**src/rtl/seg7_scan_ctrl_if.sv**
```systemverilog
// seg7_scan_ctrl_if
//   Control/display bundle of the 7-segment scan controller.
//   master : the side that drives the scan controls (host / testbench)
//   slave  : the scan controller itself
//   Controls  : enable, load, digits_in[4*NUM_DIGITS], dp_in[NUM_DIGITS],
//               lz_suppress, lamp_test
//   Display   : dig_en[NUM_DIGITS], dec_bcd[4], dec_enable, dec_all_on, dp,
//               frame_done
interface seg7_scan_ctrl_if #(
  parameter int NUM_DIGITS = 4
);
  logic                    enable;
  logic                    load;
  logic [4*NUM_DIGITS-1:0] digits_in;
  logic [NUM_DIGITS-1:0]   dp_in;
  logic                    lz_suppress;
  logic                    lamp_test;
  logic [NUM_DIGITS-1:0]   dig_en;
  logic [3:0]              dec_bcd;
  logic                    dec_enable;
  logic                    dec_all_on;
  logic                    dp;
  logic                    frame_done;

  modport master (
    output enable, load, digits_in, dp_in, lz_suppress, lamp_test,
    input  dig_en, dec_bcd, dec_enable, dec_all_on, dp, frame_done
  );

  modport slave (
    input  enable, load, digits_in, dp_in, lz_suppress, lamp_test,
    output dig_en, dec_bcd, dec_enable, dec_all_on, dp, frame_done
  );
endinterface

```
**src/rtl/seg7_scan_ctrl.sv**
```systemverilog
// seg7_scan_ctrl
//   Time-multiplexed scan controller for a common-select 7-segment display
//   sharing one BCD-to-7-segment decoder. Double-buffers the display word
//   (shadow -> active at frame boundaries), scans one digit per PRESCALE
//   cycles with a BLANK_CYCLES dark guard at the start of each slot, and
//   optionally suppresses leading zeros.
//   i_clk   : system clock (rising edge)
//   i_rst_n : asynchronous active-low reset, released through a 2-flop sync
//   bus     : seg7_scan_ctrl_if.slave (controls in, registered display out)
module seg7_scan_ctrl #(
  parameter int NUM_DIGITS   = 4,
  parameter int PRESCALE     = 50000,
  parameter int BLANK_CYCLES = 2
) (
  input  logic              i_clk,
  input  logic              i_rst_n,
  seg7_scan_ctrl_if.slave   bus
);
  localparam int DW = 4 * NUM_DIGITS;
  localparam int CW = (PRESCALE > 1) ? $clog2(PRESCALE) : 1;
  localparam int KW = $clog2(NUM_DIGITS);
  localparam logic [CW-1:0] CNT_MAX = CW'(PRESCALE - 1);
  localparam logic [CW-1:0] CNT_BLK = CW'(BLANK_CYCLES);
  localparam logic [KW-1:0] K_MAX   = KW'(NUM_DIGITS - 1);

  typedef enum logic [1:0] {ST_IDLE, ST_BLANK, ST_SHOW} state_t;

  // Reset asserts asynchronously, deasserts on a clock edge.
  logic [1:0] r_rst_sync;
  logic       w_rst_n;

  always_ff @(posedge i_clk or negedge i_rst_n) begin
    if (!i_rst_n) r_rst_sync <= 2'b00;
    else          r_rst_sync <= {r_rst_sync[0], 1'b1};
  end
  assign w_rst_n = r_rst_sync[1];

  state_t                r_state;
  logic [CW-1:0]         r_cnt;
  logic [KW-1:0]         r_k;
  logic [DW-1:0]         r_sh, r_ar;
  logic [NUM_DIGITS-1:0] r_sh_dp, r_ar_dp;
  logic [NUM_DIGITS-1:0] r_dig_en;
  logic [3:0]            r_dec_bcd;
  logic                  r_dec_enable, r_dec_all_on, r_dp, r_frame_done;

  logic [DW-1:0]         w_sh_nxt, w_ar_nxt;
  logic [NUM_DIGITS-1:0] w_sh_dp_nxt, w_ar_dp_nxt;
  logic [CW-1:0]         w_cnt_nxt;
  logic [KW-1:0]         w_k_nxt;
  logic                  w_boundary, w_blank_nxt, w_supp;

  // True when digit k and every digit above it are zero (digit 0 never counts).
  function automatic logic f_lead_zero(input logic [DW-1:0] d, input logic [KW-1:0] k);
    logic z;
    z = 1'b1;
    for (int i = 1; i < NUM_DIGITS; i++)
      if (i >= int'(k) && d[4*i +: 4] != 4'd0) z = 1'b0;
    return z && (k != '0);
  endfunction

  // Outputs are registered for the slot position being entered, so the
  // active word used for them is the one that will hold after this edge;
  // that keeps digit 0 of a new frame consistent with a same-edge AR update.
  always_comb begin
    w_boundary  = (r_state != ST_IDLE) && (r_cnt == CNT_MAX) && (r_k == K_MAX);
    w_sh_nxt    = bus.load ? bus.digits_in : r_sh;
    w_sh_dp_nxt = bus.load ? bus.dp_in     : r_sh_dp;
    w_ar_nxt    = r_ar;
    w_ar_dp_nxt = r_ar_dp;
    if (r_state == ST_IDLE || w_boundary) begin
      w_ar_nxt    = w_sh_nxt;
      w_ar_dp_nxt = w_sh_dp_nxt;
    end
    w_cnt_nxt = '0;
    w_k_nxt   = '0;
    if (r_state != ST_IDLE) begin
      if (r_cnt == CNT_MAX) begin
        w_k_nxt = (r_k == K_MAX) ? '0 : r_k + 1'b1;
      end else begin
        w_cnt_nxt = r_cnt + 1'b1;
        w_k_nxt   = r_k;
      end
    end
    w_blank_nxt = (w_cnt_nxt < CNT_BLK);
    w_supp      = bus.lz_suppress && !bus.lamp_test && f_lead_zero(w_ar_nxt, w_k_nxt);
  end

  always_ff @(posedge i_clk or negedge w_rst_n) begin
    if (!w_rst_n) begin
      r_state      <= ST_IDLE;
      r_cnt        <= '0;
      r_k          <= '0;
      r_sh         <= '0;
      r_ar         <= '0;
      r_sh_dp      <= '0;
      r_ar_dp      <= '0;
      r_dig_en     <= '0;
      r_dec_bcd    <= '0;
      r_dec_enable <= 1'b0;
      r_dec_all_on <= 1'b0;
      r_dp         <= 1'b0;
      r_frame_done <= 1'b0;
    end else begin
      r_sh    <= w_sh_nxt;
      r_sh_dp <= w_sh_dp_nxt;
      r_ar    <= w_ar_nxt;
      r_ar_dp <= w_ar_dp_nxt;
      if (!bus.enable) begin
        r_state      <= ST_IDLE;
        r_cnt        <= '0;
        r_k          <= '0;
        r_dig_en     <= '0;
        r_dec_bcd    <= '0;
        r_dec_enable <= 1'b0;
        r_dec_all_on <= 1'b0;
        r_dp         <= 1'b0;
        r_frame_done <= 1'b0;
      end else begin
        r_state      <= w_blank_nxt ? ST_BLANK : ST_SHOW;
        r_cnt        <= w_cnt_nxt;
        r_k          <= w_k_nxt;
        // Decoder nibble is presented already during the guard so it settles.
        r_dec_bcd    <= w_ar_nxt[{w_k_nxt, 2'b00} +: 4];
        r_frame_done <= (w_cnt_nxt == CNT_MAX) && (w_k_nxt == K_MAX);
        if (w_blank_nxt) begin
          r_dig_en     <= '0;
          r_dec_enable <= 1'b0;
          r_dec_all_on <= 1'b0;
          r_dp         <= 1'b0;
        end else begin
          r_dig_en     <= w_supp ? '0 : (NUM_DIGITS'(1) << w_k_nxt);
          r_dec_enable <= !w_supp;
          r_dec_all_on <= bus.lamp_test;
          r_dp         <= !w_supp && w_ar_dp_nxt[w_k_nxt];
        end
      end
    end
  end

  assign bus.dig_en     = r_dig_en;
  assign bus.dec_bcd    = r_dec_bcd;
  assign bus.dec_enable = r_dec_enable;
  assign bus.dec_all_on = r_dec_all_on;
  assign bus.dp         = r_dp;
  assign bus.frame_done = r_frame_done;
endmodule

```
**src/flat_wrapper.sv**
```systemverilog
// flat-port wrapper written by rule: the top's interface ports become plain ports
module seg7_scan_ctrl_flat 
#(
  parameter int NUM_DIGITS   = 4,
  parameter int PRESCALE     = 50000,
  parameter int BLANK_CYCLES = 2
)
  (i_clk, i_rst_n, bus_enable, bus_load, bus_digits_in, bus_dp_in, bus_lz_suppress, bus_lamp_test, bus_dig_en, bus_dec_bcd, bus_dec_enable, bus_dec_all_on, bus_dp, bus_frame_done);
  seg7_scan_ctrl_if #(.NUM_DIGITS(NUM_DIGITS)) bus_i ();
  input  logic i_clk;
  input  logic i_rst_n;
  input wire logic [$bits(bus_i.enable)-1:0] bus_enable;
  input wire logic [$bits(bus_i.load)-1:0] bus_load;
  input wire logic [$bits(bus_i.digits_in)-1:0] bus_digits_in;
  input wire logic [$bits(bus_i.dp_in)-1:0] bus_dp_in;
  input wire logic [$bits(bus_i.lz_suppress)-1:0] bus_lz_suppress;
  input wire logic [$bits(bus_i.lamp_test)-1:0] bus_lamp_test;
  output wire logic [$bits(bus_i.dig_en)-1:0] bus_dig_en;
  output wire logic [$bits(bus_i.dec_bcd)-1:0] bus_dec_bcd;
  output wire logic [$bits(bus_i.dec_enable)-1:0] bus_dec_enable;
  output wire logic [$bits(bus_i.dec_all_on)-1:0] bus_dec_all_on;
  output wire logic [$bits(bus_i.dp)-1:0] bus_dp;
  output wire logic [$bits(bus_i.frame_done)-1:0] bus_frame_done;
  assign bus_i.enable = bus_enable;
  assign bus_i.load = bus_load;
  assign bus_i.digits_in = bus_digits_in;
  assign bus_i.dp_in = bus_dp_in;
  assign bus_i.lz_suppress = bus_lz_suppress;
  assign bus_i.lamp_test = bus_lamp_test;
  assign bus_dig_en = bus_i.dig_en;
  assign bus_dec_bcd = bus_i.dec_bcd;
  assign bus_dec_enable = bus_i.dec_enable;
  assign bus_dec_all_on = bus_i.dec_all_on;
  assign bus_dp = bus_i.dp;
  assign bus_frame_done = bus_i.frame_done;
  seg7_scan_ctrl #(.NUM_DIGITS(NUM_DIGITS), .PRESCALE(PRESCALE), .BLANK_CYCLES(BLANK_CYCLES)) u_core (.i_clk(i_clk), .i_rst_n(i_rst_n), .bus(bus_i));
endmodule
```
**config.mk**
```make
export PLATFORM = sky130hd
export DESIGN_NAME = seg7_scan_ctrl_flat
export DESIGN_NICKNAME = d
export VERILOG_FILES = /design/src/rtl/seg7_scan_ctrl_if.sv /design/src/rtl/seg7_scan_ctrl.sv /design/src/flat_wrapper.sv
export SDC_FILE = /design/constraint.sdc
export NUM_CORES = 1
export LEC_CHECK = 0
export BUFFER_PORTS_ARGS = -buffer_cell sky130_fd_sc_hd__buf_2
export CORE_MARGIN = 4
export CORE_UTILIZATION = 42
export CTS_CLUSTER_DIAMETER = 40
export CTS_CLUSTER_SIZE = 16
export DETAILED_ROUTE_END_ITERATION = 16
export GPL_ROUTABILITY_DRIVEN = 0
export SYNTH_ARGS = -nofsm -noshare
export SYNTH_HDL_FRONTEND = slang
export SYNTH_SLANG_ARGS = --single-unit
```
**constraint.sdc**
```tcl
create_clock -name i_clk -period 2.9 [get_ports i_clk]
set_clock_uncertainty 0.15 [all_clocks]
set_input_delay 0.58 -clock i_clk [delete_from_list [all_inputs] [get_ports i_clk]]
set_output_delay 0.58 -clock i_clk [all_outputs]
set_load 0.05 [all_outputs]
```
# [Word-level counts from Yosys, hierarchy flattened]
# Index checks and enable logic that the tools add are counted.
[classes] add_sub_neg=2 magnitude_cmp=4 n_eq_ne=4 shifts=2 muxes=29 n_reduce_logical=18
[op_table] operator="two-way mux 16 bit" n=5
[op_table] operator="== test 16 bit (second input constant)" n=2
[op_table] operator="two-way mux 4 bit" n=6
[op_table] operator="adder 16 x 1 -> 16 bit (second input constant)" n=1
[op_table] operator="< comparator 16 x 2 -> 1 bit (second input constant)" n=1
[op_table] operator="indexed part select 16 x 5 -> 4 bit" n=1
[op_table] operator="two-way mux 2 bit" n=6
[op_table] operator="nonzero test 4 bit" n=3
[op_table] operator="two-way mux 1 bit" n=11
[op_table] operator="logical AND 1 bit" n=9
[op_table] operator="== test 2 bit (second input constant)" n=2
[op_table] operator="nonzero test 2 bit" n=2
[op_table] operator="<< shifter 1 x 2 -> 4 bit (first input constant)" n=1
[op_table] operator="< comparator 2 x 3 -> 1 bit (second input constant)" n=1
[op_table] operator="adder 2 x 1 -> 2 bit (second input constant)" n=1
[op_table] operator="binary-select mux 1 bit (select 2 bit)" n=1
[op_table] operator=">= comparator 1 x 2 -> 1 bit (first input constant)" n=1
[op_table] operator=">= comparator 2 bit (first input constant)" n=1
[op_table] operator="logical NOT 1 bit" n=2
[op_table] operator="logical NOT 2 bit" n=1
[op_table] operator="logical OR 1 bit" n=1
[word_totals] regBits=74 input_bits=26 out_inout_bits=12

# [Longest topological paths before layout]
# Gate-level depths: netlist (run 1).
[depth] word_depth=16 depth_mapped=11 ltp_nobuf=8

# [Worst setup path before layout (run 1)]
# Ideal clock, no wire load.
[synth_path] path_type="flip-flop to flip-flop" from="reg u_core.r_cnt[5]" to="reg u_core.r_dec_bcd[1], in the netlist u_core.bus.dec_bcd[1]" setup_ns=0.130 arrival_time_ns=2.416 slack_ns=0.203 stages_incl_launch_ff=11 n_path_buf=3 synth_period_minus_slack_ns=2.697 path_cell_list="dfrtp_1 > buf_6 > or4b_4 > nor4_4 > buf_6 > a21o_4 > buf_8 > mux2_4 > and2_1 > a211oi_1 > a211oi_1"
[synth_between] elab_chain_len=7 elab_cells_between_ends=9 cone_classes="eq/ne (1); shift (1); mux (4); reduce/logical (3)"
[synth_lines] item="start, declared" line="seg7_scan_ctrl.sv:39" rtl="logic [CW-1:0] r_cnt;"
[synth_lines] item="start signal, assigned" line="seg7_scan_ctrl.sv:121" rtl="r_cnt <= w_cnt_nxt;"
[synth_lines] item="== test 16 bit" line="seg7_scan_ctrl.sv:66" rtl="w_boundary = (r_state != ST_IDLE) && (r_cnt == CNT_MAX) && (r_k == K_MAX);"
[synth_lines] item="logical AND 1 bit (2 in series)" line="seg7_scan_ctrl.sv:66"
[synth_lines] item="logical OR 1 bit" line="seg7_scan_ctrl.sv:71" rtl="if (r_state == ST_IDLE || w_boundary) begin"
[synth_lines] item="two-way mux 16 bit" line="seg7_scan_ctrl.sv:71"
[synth_lines] item="via u_core.w_ar_nxt[9]" line="seg7_scan_ctrl.sv:47" rtl="logic [DW-1:0] w_sh_nxt, w_ar_nxt;"
[synth_lines] item="indexed part select 16 x 5 -> 4 bit" line="seg7_scan_ctrl.sv:124" rtl="r_dec_bcd <= w_ar_nxt[{w_k_nxt, 2'b00} +: 4];"
[synth_lines] item="two-way mux 4 bit" line="seg7_scan_ctrl.sv:109" rtl="if (!bus.enable) begin"
[synth_lines] item="end signal, assigned" line="seg7_scan_ctrl.sv:124"
[synth_lines] item="end, declared" line="seg7_scan_ctrl.sv:44" rtl="logic [3:0] r_dec_bcd;"
# The timed path passes the listed nets, and every way through them passes these cells.

# [Worst setup path in the final report (run 1)]
[layout_path] from="reg u_core.r_cnt[10]" to="reg u_core.r_dp, in the netlist u_core.bus.dp"
[layout_between] elab_chain_len=16 elab_cells_between_ends=31 cone_classes="add/sub (1); order compare (3); eq/ne (1); mux (13); reduce/logical (13)"
[layout_lines] item="branches (longest 14 deep; another with adder 16 x 1 -> 16 bit)"
[layout_lines] item="two-way mux 1 bit *" line="seg7_scan_ctrl.sv:126" rtl="if (w_blank_nxt) begin"
[layout_lines] item="two-way mux 1 bit *" line="seg7_scan_ctrl.sv:109"
[layout_lines] item="end signal, assigned" line="seg7_scan_ctrl.sv:135" rtl="r_dp <= !w_supp && w_ar_dp_nxt[w_k_nxt];"
[layout_lines] item="end, declared" line="seg7_scan_ctrl.sv:45" rtl="logic r_dec_enable, r_dec_all_on, r_dp, r_frame_done;"
# Mark *: on every way between the ends. The select of a mux whose other input is x is not followed.

==> impl_metrics.csv, run 1 <==
group,metric,value,unit
critical_path,critPathMaxFanout,10,
synthesis,synth_edf_count,0,
cts,clock_path_buffers,2,
timing,period_share,93.7,%
critical_path,cp_data_arrival_time,2.84,ns
synthesis,synth_top_flop_cell,"dfrtp_1",
power_and_ir_drop,p_int,1.67,mW
detailed_routing,ant_nets,0,
synthesis,synthMuxAreaShare,10.7,%
cells_and_area,drive_gt1_share,30.2,%
detailed_routing,drt_iter0_markers,84,
detailed_routing,drcViolationCount,0,
place,dpl.hpwl,5.52,mm
synthesis,yosys_register_bits,74,
run,maxCapViolCount,0,
critical_path,required,3.02,ns
detailed_routing,dr_total_vias,2550,
detailed_routing,met1_length,3.57,mm
synthesis,yosysWarnings,0,
cells_and_area,nFillCells,780,
floorplanning,dieArea,10100,µm²
critical_path,cp-start-kind,"flip-flop",
power_and_ir_drop,comb_power_share,14.9,%
global_route,antenna_found_initial,0,
timing,finalHoldViolCount,0,
timing,fin_crit,2.72,ns
timing,drv_slew,0,
cells_and_area,syn2layout_area_growth,15.4,%
detailed_routing,wl_per_cell,14.8,µm
synthesis,synth_top_family_by_area,"simple AND/OR/NAND/NOR gates",
timing,relSlewSlack,50.1,%
floorplanning,core,8260,µm²
cts,clk_latency,0.34,ns
global_route,grt_use_total,15.7,%
floorplanning,start_util,43.4,%
critical_path,crit_start,"u_core.r_cnt[10]",
place,numPortBuffers,37,
power_and_ir_drop,swShare,27.7,%
power_and_ir_drop,ir_worst_vdd,270,µV
floorplanning,die_width,100,µm
cts,numCtsBuffers,9,
critical_path,critPathKind,"flip-flop to flip-flop",
cells_and_area,antenna_cells,0,
outcome,status,"finished, final reports clean",
synthesis,synthArstFlopShare,100,%
power_and_ir_drop,finalPower,2.31,mW
critical_path,cpPeakStageDelay,0.56,ns
power_and_ir_drop,p_leak,1.76,nW
cells_and_area,nNetsFinal,407,
global_route,grt.overflow.total,0,
power_and_ir_drop,p_per_area,557,nW/µm²
cts,cts_tree,"done",
global_route,grt_pass1_wl,12.4,mm
timing,fmax,368,MHz
power_and_ir_drop,p_switching,0.640,mW
synthesis,synth_nets,358,
synthesis,synth_cells,330,
detailed_routing,top_layer,"met4",
floorplanning,num_rows,33,
power_and_ir_drop,power.share.clock,34.1,%
synthesis,synth_compound_area_share,8.13,%
detailed_routing,via_per_inst,5.21,
cts,clk_pin_slew,0.08,ns
floorplanning,io_pins,38,
critical_path,crit_family,"simple AND/OR/NAND/NOR gates",
synthesis,yosys.area_share.simple,20.9,%
critical_path,reg2reg_slack,0.18,ns
floorplanning,die-height,100,µm
critical_path,crit_path_end_kind,"flip-flop",
synthesis,syn_avg_cell_area,10.9,µm²
detailed_routing,drt_first_pass_iters,4,
detailed_routing,finalWirelength,7.25,mm
critical_path,reg2reg_to,"u_core.bus.dp",
synthesis,ys_types,54,
synthesis,synth_seq_area_share,51.7,%
synthesis,synthAdderAreaFrac,0.698,%
critical_path,worstReg2RegStart,"u_core.r_cnt[10]",
global_route,grt_max_degree,41,
detailed_routing,met2_length,3.15,mm
synthesis,synth_xor_area_share,3.66,%
timing,setup_viol,0,
cts,htreeDepth,3,
timing,worst_pin_slew,0.748,ns
cts,cts_sinks,74,
cts,cts_setup_buffers,0,
power_and_ir_drop,seqPwrFrac,51.0,%
global_route,first_global_vias,2549,
cts,cts_root_buf,"clkbuf_8",
timing,setup_tns,0,ns
cells_and_area,mostFrequentLayoutCells,"dfrtp_1 (73), nor2_1 (71), buf_2 (37), mux2_2 (22), buf_4 (14)",
timing,grt_setup_unrepaired,"false",
critical_path,rr_worst_depth,8,
cells_and_area,final_common_cell,"dfrtp_1",
critical_path,path_cells,"or4b_4 > nor4_4 > buf_6 > a21oi_4 > mux2_4 > o2111ai_4 > nand3_1 > a21oi_2",
synthesis,synth_area,3580,µm²
critical_path,critPathSlowestCell,"or4b_4",
critical_path,crit_buf_inv,1,
detailed_routing,wl_met3,370,µm
hold_path,hp-class,"flip-flop to async pin",
[layer usage]
layer | up-vias | global-route usage (%)
li1 | 1247 | -
met1 | 1234 | 22.6
met2 | 57 | 22.8
met3 | 12 | 3.47
met4 | 0 | 6.53
met5 | - | 0
[final cells by class]
cell class                      instances  area, µm²  share of cell area (%)
Tap cell                              105        131                    3.18
Clock inverter                          6       66.3                    1.60
Clock buffer                           10        128                    3.08
Timing Repair Buffer                   54        332                    8.01
Multi-Input combinational cell        230       1590                    38.4
Sequential cell                        74       1850                    44.8
Inverter                               10       37.5                   0.907
[how the worst max path moves through the flow]
stage	depth (start not counted)	end	slack, ns
after global placement	7	u_core.bus.dig_en[2]	0.21
after global routing	8	u_core.bus.dp	0.03
after floorplan	10	u_core.bus.dec_bcd[1]	0.20
after detailed placement	8	u_core.bus.dp	0.14
after CTS	8	u_core.bus.dp	0.14
final	8	u_core.bus.dp	0.18
[power groups by stage]
| stage | combinational (mW) | sequential, mW | clock [mW] |
|---|---|---|---|
| 3_5_place_dp | 0.344 | 1.20 | 0 |
| 4_1_cts | 0.346 | 1.18 | 0.809 |
| 6_report | 0.343 | 1.18 | 0.786 |
| 3_3_place_gp | 0.341 | 1.20 | 0 |
| 2_1_floorplan | 0.223 | 1.23 | 0 |
| 5_1_grt | 0.377 | 1.19 | 0.865 |
[cells in the mapped netlist, drive strengths merged, types with 3 or more instances]
cell type | count | share of area [%]
nor2 | 80 | 9.7
dfrtp | 74 | 52
mux2 | 26 | 8.5
a211oi | 12 | 2.7
nor3 | 12 | 1.7
xnor2 | 12 | 2.9
inv | 10 | 1.0
nand3 | 9 | 1.3
a21oi | 8 | 1.5
buf | 8 | 2.2
clkbuf | 8 | 0.84
mux2i | 8 | 2.2
nand2 | 8 | 0.84
nor4 | 8 | 1.8
and2 | 7 | 1.2
nand4 | 4 | 0.70
and3 | 3 | 0.52
xor2 | 3 | 0.73
[through the flow]
step | hold WS, ns | cell area [µm²] | std cells | utilization (%) | setup WS (ns)
after floorplan | 0.134 | 3580 | 330 | - | 0.203
after global placement | 0.188 | 3930 | 472 | 47.5 | 0.205
after detailed placement | 0.188 | 3930 | 472 | 47.5 | 0.139
after CTS | 0.211 | 4130 | 489 | 50.0 | 0.139
after global routing | 0.219 | 4140 | 489 | 50.1 | 0.0327
final | 0.183 | 4140 | 489 | 50.1 | 0.182
[worst reg2reg max path, stage by stage, from the launching register on]
cell       delay (ns)
dfrtp_1          0.38
or4b_4           0.56
nor4_4           0.36
buf_6            0.21
a21oi_4          0.12
mux2_4           0.35
o2111ai_4        0.26
nand3_1          0.14
a21oi_2          0.12
[repair_timing]
action                                  in CTS  in global routing
endpoints found under the setup margin       0                  4
hold buffers                                 1                  0
endpoints found under the hold margin        2                  0
gates resized for setup                      0                  2
[flip-flops by register name, indices dropped and copies added, names as in the netlist]
register	flops
u_core.r_ar	16
u_core.r_cnt	16
u_core.r_sh	16
u_core.bus.dec_bcd	4
u_core.bus.dig_en	4
u_core.r_ar_dp	4
u_core.r_sh_dp	4
u_core.r_k	2
u_core.r_rst_sync	2
u_core.r_state	2
u_core.bus.dec_all_on	1
u_core.bus.dec_enable	1
u_core.bus.dp	1
u_core.bus.frame_done	1
[cell families (layout without fill, tap and decap cells)]
kind of cell,Yosys count,count (layout)
AND/OR/NAND/NOR,144,144
XOR/XNOR,15,15
other,1,1
AO/OA/AOI/OAI,34,34
multiplexers,34,34
buffers and inverters,26,80
flip-flops,74,74
adder cells (fa/ha/maj),2,2
No activity file was read; power rests on OpenSTA's default activity.
==> run 2: changes to the inputs <==
RECOVER_POWER = 100   (was unset)
SLEW_MARGIN = 25   (was unset)
clock period = 2.2 ns   (was 2.9 ns; I/O delays follow)
==> run 2 against run 1 <==
- the run now ends with negative setup slack left
- combinational power up 97%
- routed wire length rose by 24%
- sequential cell count stayed put
- final cell count grew 17%
- clock power up 67%
- non-clock buffer count rose by 84
- via count up 12%
- utilization rose by 13 points
- worst setup slack worse by 0.64 ns
- critical path depth grew 1
- critical path type unchanged
- critical endpoint unchanged
- largest power group unchanged
==> impl_metrics.csv, run 2 (synthesized netlist as in run 1, its figures left out) <==
group,metric,value,unit
detailed_routing,ant_nets,0,
cells_and_area,antenna_cells,0,
power_and_ir_drop,p_per_area,681,nW/µm²
floorplanning,io_pins,38,
cells_and_area,largestRegisters,"u_core.r_ar (16), u_core.r_cnt (16), u_core.r_sh (16)",
global_route,first_global_vias,2940,
timing,post-route-worst-setup-slack,-0.461,ns
detailed_routing,drcViolationCount,0,
cells_and_area,nFillCells,700,
timing,worst_pin_slew,0.959,ns
run,maxCapViolCount,0,
detailed_routing,wl_per_cell,15.7,µm
floorplanning,die_width,100,µm
timing,setup_viol,23,
place,numPortBuffers,37,
critical_path,critPathMaxFanout,7,
critical_path,critPathSlowestCell,"or4b_4",
place,place_area,4520,µm²
global_route,grt_use_total,18.7,%
timing,fmax,376,MHz
cts,htreeDepth,3,
cells_and_area,syn2layout_area_growth,45.5,%
floorplanning,num_rows,33,
cts,cts_sinks,74,
detailed_routing,via_per_inst,4.96,
outcome,status,"finished with violations",
detailed_routing,drt_first_pass_iters,4,
global_route,grt.overflow.total,0,
power_and_ir_drop,ir_worst_vdd,484,µV
timing,drv_slew,0,
floorplanning,dieArea,10100,µm²
critical_path,cp_data_arrival_time,2.78,ns
critical_path,cp-start-kind,"flip-flop",
place,dpl.hpwl,6.27,mm
detailed_routing,finalWirelength,9.00,mm
timing,fin_crit,2.66,ns
critical_path,crit_path_end_kind,"flip-flop",
floorplanning,start_util,43.4,%
critical_path,required,2.32,ns
cts,numCtsBuffers,9,
cells_and_area,drive_gt1_share,47.2,%
global_route,grt_max_degree,73,
global_route,antenna_found_initial,0,
power_and_ir_drop,power.share.clock,37.0,%
cells_and_area,mostFrequentLayoutCells,"buf_4 (75), dfrtp_1 (73), nor2_1 (45), buf_2 (23), nor2_4 (22)",
power_and_ir_drop,p_leak,2.22,nW
critical_path,cpPeakStageDelay,0.56,ns
floorplanning,die-height,100,µm
power_and_ir_drop,swShare,27.3,%
cts,cts_tree,"done",
cts,clock_path_buffers,2,
cells_and_area,final_common_cell,"buf_4",
timing,holdWs,0.178,ns
timing,grt_setup_unrepaired,"true",
power_and_ir_drop,comb_power_share,19.1,%
detailed_routing,dr_total_vias,2844,
timing,relSlewSlack,36.1,%
timing,finalHoldViolCount,0,
critical_path,critPathKind,"flip-flop to flip-flop",
power_and_ir_drop,p_int,2.58,mW
timing,period_share,121,%
timing,setup_tns,-5.22,ns
cts,clk_latency,0.35,ns
global_route,grt_pass1_wl,14.6,mm
cells_and_area,stdcell_area,5220,µm²
power_and_ir_drop,seqPwrFrac,44.0,%
floorplanning,core,8260,µm²
power_and_ir_drop,p_switching,0.971,mW
critical_path,path_cells,"or4b_4 > nor4_4 > buf_6 > a21oi_4 > mux2_4 > o2111ai_4 > buf_4 > o211ai_2 > a21oi_2",
hold_path,hp-class,"input pin to flip-flop",
detailed_routing,drt_iter0_markers,78,
cts,clk_pin_slew,0.08,ns
cts,cts_root_buf,"clkbuf_8",
cells_and_area,nNetsFinal,491,
outcome,violations,"negative setup slack",
cells_and_area,fin_util,63.2,%
## run 2: metrics by stage
step | power [mW] | worst slack, ns | instances
2_1_floorplan | 1.95 | -0.416 | 330
3_3_place_gp | 2.14 | -0.422 | 540
3_5_place_dp | 2.15 | -0.480 | 540
4_1_cts | 3.53 | -0.451 | 565
5_1_grt | 3.72 | -0.548 | 573
6_report | 3.55 | -0.461 | 573
## run 2: worst paths after layout
check                                      from                     to  slack, ns  cells past startpoint
setup / recovery                u_core.r_cnt[5]          u_core.bus.dp      -0.46                      9
hold / removal                    bus_lamp_test  u_core.bus.dec_all_on       0.18                      3
setup reg to reg                u_core.r_cnt[5]          u_core.bus.dp      -0.46                      9
hold reg to reg            u_core.r_rst_sync[0]   u_core.r_rst_sync[1]       0.21                      0
max in group asynchronous  u_core.r_rst_sync[1]      u_core.r_sh_dp[2]       0.90                      1
min in group asynchronous               i_rst_n   u_core.r_rst_sync[1]       0.25                      2
## run 2: area by class of cell
| cell class | count | area (µm²) | area share [%] |
|---|---|---|---|
| timing repair buffer | 138 | 995 | 19.1 |
| tap | 105 | 131 | 2.52 |
| clock inverter | 6 | 114 | 2.18 |
| multi-input combinational | 230 | 1950 | 37.3 |
| sequential | 74 | 1850 | 35.5 |
| inverter | 10 | 40.0 | 0.768 |
| clock buffer | 10 | 138 | 2.64 |
## run 2: metal layers
metal  vias up  routed length, µm  part of all wire, %  global-route usage [%]
met4         0                108                  1.2                    7.15
li1       1410                  -                    -                       -
met2        56               4190                   47                    27.6
met1      1371               4360                   48                    27.5
met3         7                338                  3.8                    3.13
met5         -                  0                    0                       0
## run 2: power groups by stage
| stage | sequential (mW) | combinational, mW | clock, mW |
|---|---|---|---|
| after floorplan | 1.62 | 0.327 | 0 |
| after global placement | 1.57 | 0.566 | 0 |
| after detailed placement | 1.58 | 0.574 | 0 |
| after CTS | 1.55 | 0.628 | 1.35 |
| after global routing | 1.58 | 0.735 | 1.41 |
| final | 1.56 | 0.677 | 1.31 |
## run 2: worst max-delay path, delay by kind of cell, from the launching register on
kind | cells | cell delay (ns)
AO/OA/AOI/OAI | 4 | 0.53
buffers and inverters | 2 | 0.34
flip-flops | 1 | 0.38
multiplexers | 1 | 0.33
AND/OR/NAND/NOR | 2 | 0.85
## run 2: repair_timing
| item | CTS | global route |
|---|---|---|
| buffers inserted | 9 | 14 |
| gates resized for setup | 34 | 53 |
| gates cloned | 1 | 0 |
| hold endpoints to repair | 2 | 0 |
| pin swaps | 12 | 23 |
| endpoints found under the setup margin | 30 | 47 |
| hold buffers | 1 | 0 |
